## config.mk

```make
export PLATFORM = sky130hd
export DESIGN_NAME = round_key_sequencer
export DESIGN_NICKNAME = d
export VERILOG_FILES = /design/src/rtl/round_key_sequencer.sv
export SDC_FILE = /design/constraint.sdc
export NUM_CORES = 2
export LEC_CHECK = 0
export CELL_PAD_IN_SITES_DETAIL_PLACEMENT = 0
export CELL_PAD_IN_SITES_GLOBAL_PLACEMENT = 1
export CORE_AREA = 2 2 707 709
export DETAILED_ROUTE_END_ITERATION = 10
export DIE_AREA = 0 0 709 711
export PLACE_DENSITY_LB_ADDON = 0.1
export SLEW_MARGIN = 20
export SYNTH_ARGS = -nofsm -noshare
export SYNTH_HDL_FRONTEND = slang
export SYNTH_SLANG_ARGS = --single-unit
```

## constraint.sdc

```tcl
create_clock -name clk -period 21.9 [get_ports clk]
set_clock_uncertainty 0.1 [all_clocks]
set_input_delay 2.19 -clock clk [delete_from_list [all_inputs] [get_ports clk]]
set_output_delay 2.19 -clock clk [all_outputs]
set_load 0.005 [all_outputs]
```

## src/rtl/round_key_sequencer.sv

```systemverilog
// Round-key sequencer: registers a cipher key, captures the full key schedule
// into a local bank, then streams the round keys in forward or reverse order.
module round_key_sequencer #(
  parameter int NUM_ROUNDS = 10,
  parameter int KEY_W      = 128,
  localparam int IDX_W     = $clog2(NUM_ROUNDS + 1)
) (
  input  logic                            clk,
  input  logic                            rst,
  input  logic                            key_load,
  input  logic [KEY_W-1:0]                key_in,
  output logic [KEY_W-1:0]                key_out,
  input  logic [(NUM_ROUNDS+1)*KEY_W-1:0] round_keys_in,
  input  logic                            start,
  input  logic                            decrypt,
  output logic [KEY_W-1:0]                rk_data,
  output logic [IDX_W-1:0]                rk_round,
  output logic                            rk_valid,
  input  logic                            rk_ready,
  output logic                            key_ready,
  output logic                            done
);

  typedef enum logic [2:0] {IDLE, CAPTURE, READY, STREAM, DONE} state_e;

  localparam logic [IDX_W-1:0] LAST_IDX = IDX_W'(NUM_ROUNDS);

  state_e           state_q;
  logic [KEY_W-1:0] key_q;
  logic [KEY_W-1:0] bank_q [NUM_ROUNDS+1];
  logic [IDX_W-1:0] idx_q;
  logic             dir_q;
  logic             valid_q;
  logic             key_ready_q;
  logic             done_q;
  logic             last_key;

  // The final key depends on direction: top index forward, zero in reverse.
  assign last_key = dir_q ? (idx_q == '0) : (idx_q == LAST_IDX);

  always_ff @(posedge clk) begin
    if (rst) begin
      state_q     <= IDLE;
      key_q       <= '0;
      idx_q       <= '0;
      dir_q       <= 1'b0;
      valid_q     <= 1'b0;
      key_ready_q <= 1'b0;
      done_q      <= 1'b0;
      for (int i = 0; i <= NUM_ROUNDS; i++) bank_q[i] <= '0;
    end else begin
      done_q <= 1'b0;
      unique case (state_q)
        IDLE: begin
          if (key_load) begin
            key_q   <= key_in;
            state_q <= CAPTURE;
          end
        end
        CAPTURE: begin
          // key_out has been stable for a cycle, so the schedule is settled.
          for (int i = 0; i <= NUM_ROUNDS; i++) bank_q[i] <= round_keys_in[i*KEY_W +: KEY_W];
          key_ready_q <= 1'b1;
          state_q     <= READY;
        end
        READY: begin
          if (key_load) begin
            key_q       <= key_in;
            key_ready_q <= 1'b0;
            state_q     <= CAPTURE;
          end else if (start) begin
            dir_q       <= decrypt;
            idx_q       <= decrypt ? LAST_IDX : '0;
            valid_q     <= 1'b1;
            key_ready_q <= 1'b0;
            state_q     <= STREAM;
          end
        end
        STREAM: begin
          if (rk_ready) begin
            if (last_key) begin
              valid_q <= 1'b0;
              done_q  <= 1'b1;
              state_q <= DONE;
            end else begin
              idx_q <= dir_q ? idx_q - 1'b1 : idx_q + 1'b1;
            end
          end
        end
        DONE: begin
          key_ready_q <= 1'b1;
          state_q     <= READY;
        end
        default: state_q <= IDLE;
      endcase
    end
  end

  assign key_out   = key_q;
  assign rk_valid  = valid_q;
  assign rk_data   = valid_q ? bank_q[idx_q] : '0;
  assign rk_round  = valid_q ? idx_q : '0;
  assign key_ready = key_ready_q;
  assign done      = done_q;

endmodule

```

# Word level (Yosys, flattened, before mapping)
# Memories as Yosys holds them, arrays and structs flattened. A register that Yosys moved wholly into a read port is not among the register bits.
# Index checks and enable logic that the tools add are counted.
[totals]
register_bits = 139
mem_bits_rw = 1408
output_inout_bits = 263
n_memories = 1
[classes]
add_sub_neg = 2
n_eq_ne = 12
muxes = 43
bitwise_logic = 14
n_reduce_logical = 13
[mem_list]
columns = ["name", "depth", "word_bits", "read_ports", "rd_clocked_by_memory_dff", "wr", "line", "rtl"]
rows = [
  ["bank_q", 11, 128, 1, 1, 11, "30", "logic [KEY_W-1:0] bank_q [NUM_ROUNDS+1];"],
]
[op_table]
columns = ["operator", "count"]
rows = [
  ["$mux W128", 12],
  ["$mux W4", 9],
  ["$mux W3", 5],
  ["$mux W1", 13],
  ["$ne A2 B2 Y1 const B", 6],
  ["$pmux W3 S4", 1],
  ["$or A1 B1 Y1", 11],
  ["$reduce_and A5 Y1", 2],
  ["$pmux W4 S2", 1],
  ["$eq A3 B2 Y1 const B", 2],
  ["$add A4 B1 Y4 const B", 1],
  ["$eq A4 B4 Y1 const B", 1],
  ["$logic_not A4 Y1", 1],
  ["$pmux W1 S2", 2],
  ["$reduce_and A2 Y1", 2],
  ["$reduce_and A4 Y1", 1],
  ["$reduce_bool A2 Y1", 2],
  ["$reduce_or A2 Y1", 2],
  ["$sub A4 B1 Y4 const B", 1],
  ["$eq A3 B1 Y1 const B", 1],
  ["$eq A3 B3 Y1 const B", 1],
  ["$logic_not A3 Y1", 1],
  ["$ne A3 B3 Y1 const B", 1],
  ["$not A1 Y1", 3],
  ["other kinds (2)", 2],
]

# Longest topological paths before layout
[logic_depth]
depth_word = 7
depth_mapped = 7
mapped_depth_nobuf = 6

# Least setup slack after synthesis
# OpenSTA, ideal clock, no wires.
[synth_path]
path_type = "input -> register"
from = "input rst"
to = "memory bank_q[0][0] (enable)"
arrival_ns = 19.437
required_time_ns = 20.587
path_slack_ns = 1.150
cell_stages = 3
n_path_buf = 2
path_cell_list = "clkbuf_1 > clkbuf_1 > or2_2"
[synth_lines]
columns = ["element", "line", "rtl"]
rows = [
  ["start, declared", "9", "input logic rst,"],
  ["end, declared", "30", ""],
]

==> impl_metrics.json <==
{
  "setup_tns_ps": 0,
  "syn_to_final_growth_pct": 47.1,
  "overflow": 0,
  "report.final.slew_viol_count": 0,
  "maxCapViolCount": 0,
  "leakage_nw": 36.1,
  "grt_max_degree": 211,
  "io_buffers": 1804,
  "nFillCells": 53250,
  "clkLatencyLatePin_ps": 860,
  "yosys-top-cells-area": "edfxtp_1, and2_1, mux4_2, dfxtp_1, mux4_1",
  "grt_pass1_wl_mm": 506,
  "postCtsSetupRepairBufs": 0,
  "tightest_slew_ps": 1120,
  "placementRows": 259,
  "ys_seq_area_share_pct": 65.3,
  "ctsHoldBuffers": 0,
  "drt-total-wl_mm": 392,
  "cp_max_fo": 78,
  "ys_ff_latch": 1551,
  "required_ps": 19610,
  "share_seq_of_total_power_pct": 45.4,
  "start_util_pct": 13.9,
  "synth_nets": 6221,
  "detail-route-antenna-nets": 0,
  "io_pins": 1805,
  "multi_input_area_um2": 22400,
  "final_layout_size_suffix_gt1_share_pct": 10.5,
  "crit_arrival_ps": 5720,
  "cts.path.max_buffers": 4,
  "finalCritPeriodShare_pct": 36.6,
  "yosysTopAreaCellShare_pct": 61.1,
  "cp-end-kind": "output pin",
  "cts-htree-levels": 4,
  "synth_cell_types": 39,
  "dr_total_vias": 47874,
  "setup_viol": 0,
  "clkPwrFrac_pct": 43.9,
  "status": "complete, no violations",
  "p_switching_mw": 2.02,
  "drc": 0,
  "rsz0062_at_grt": "no",
  "crit_type": "register to output pin",
  "yosys.area.top_type": "edfxtp_1",
  "hold_class": "register to register",
  "final_common_cell": "clkdlybuf4s50_1",
  "viasPerCell": 3.59,
  "power_density_nw_per_um2": 78.4,
  "dp_hpwl_mm": 303,
  "first_global_vias": 49217,
  "numCtsBuffers": 214,
  "syn_area_um2": 69200,
  "place_congestion": 0.834,
  "peakVddDrop_mv": 0.0665,
  "clock-sinks": 1551,
  "timing.fmax_mhz": 125,
  "period_needed_ps": 8010,
  "regArea_um2": 45200,
  "drt_pre_antenna_iters": 5,
  "hold_violations": 0,
  "combPwrFrac_pct": 10.7,
  "wl_per_cell_um": 29.4,
  "grt_usage_pct": 15.0,
  "path_clk_slew_ps": 60,
  "drt_iter0_markers": 3132,
  "antenna_found_initial": 523,
  "ys_warn_count": 0,
  "syn-instance-count": 4676,
  "final_util_pct": 20.5,
  "p_sw_share_pct": 25.3,
  "die_w_um": 709,
  "postCtsResizedCells": 0,
  "final_cell_mix": "clkdlybuf4s50_1, edfxtp_1, and2_1",
  "nets": 7949,
  "fp.dieArea_um2": 504000,
  "avgSynthCellArea_um2": 14.8,
  "p_int_mw": 5.96,
  "die_height_um": 711,
  "cts_root_buf": "clkbuf_16",
  "relSlewSlack_pct": 25.1,
  "cts_tree": "done",
  "critPathLaunchType": "register",
  "coreArea_um2": 496000
}
[worst paths after layout]
kind / startpoint / slack (ps) / cells after the start / to
min: key_out[82] / 350 / 2 / key_out[82]
min reg2reg: key_out[82] / 350 / 2 / key_out[82]
max reg2reg: state_q[0] / 16000 / 8 / bank_q[8][55]
max: register / 13890 / 7 / rk_data[45]
[synthesized netlist by cell type, drive strengths merged]
cell type and instances:
edfxtp 1408, and2 1287, nand2 391, clkbuf 282, mux4 256, dfxtp 143, a21oi 137, nor2b 130
mux2 129, mux2i 128, o211a 128, o211ai 128, buf 77, nor2 14, inv 5, nor3 5
o21ai 5, a211oi 2, a31oi 2, ha 2, nand2b 2, nand3b 2, or3b 2, a2111oi 1
a21o 1, a221oi 1, and3 1, and4b 1, fa 1, o221ai 1, o31a 1, or2 1
xnor2 1, xor2 1
[power groups by stage]
stage                     combinational (mW)  sequential [mW]  clock, mW
after floorplan                        0.339             3.75          0
after global placement                 0.876             3.68          0
after detailed placement               0.877             3.68          0
after CTS                              0.882             3.63       3.67
after global routing                   0.923             3.64       3.75
final                                  0.853             3.62       3.50
[critical path, cell delays in order, from the launching register on]
cell and delay [ps]:
dfxtp_4 700, buf_4 710, buf_4 750, buf_12 570
mux4_1 650, mux2_2 340, o211a_1 230, clkdlybuf4s50_1 630
[stage by stage]
step,area (um^2),power [mW],setup WS [ps],hold WS (ps),std cells
finish,102000,7.98,13890,352,13342
global route,102000,8.32,13480,374,13271
CTS,101000,8.17,13520,354,13238
detailed placement,94600,4.56,13900,346,12843
global placement,94600,4.56,14020,342,12842
floorplan,69200,4.09,1150,353,4676
[layout make-up]
| cell class | instances | area share, % |
|---|---|---|
| multi-input cells | 2761 | 22.0 |
| flip-flops and latches | 1551 | 44.4 |
| well taps | 6655 | 8.19 |
| repair buffers | 1871 | 18.4 |
| clock inverters | 130 | 1.13 |
| clock buffers | 265 | 5.60 |
| inverters | 5 | 0.0185 |
| diodes | 104 | 0.256 |
[cells by family (layout without fill, tap and decap cells)]
family          Yosys count  after routing  synth area share, %
simple gates           1836           1836                 15.1
fa+ha+maj                 3              3               0.0651
compound gates          407            407                 4.40
xor+xnor                  2              2               0.0253
buf+inv                 364           2271                 2.35
mux                     513            513                 12.7
flops                  1551           1551                 65.3
other cells               0            104                    0
[flip-flops by register name, indices dropped and copies added (netlist names), named ones only]
signal     count
bank_q      1408
key_out      128
idx_q          4
state_q        3
dir_q          1
done           1
key_ready      1
rk_valid       1
[metal layers]
layer	global-route usage [%]	vias to the layer above	share of wire [%]
met4	3.80	132	3.0
met1	17.7	23856	39
met5	0	-	0.22
met3	3.60	1072	6.2
met2	27.2	2032	51
li1	-	20782	-
No activity file was read; power rests on OpenSTA's default activity.
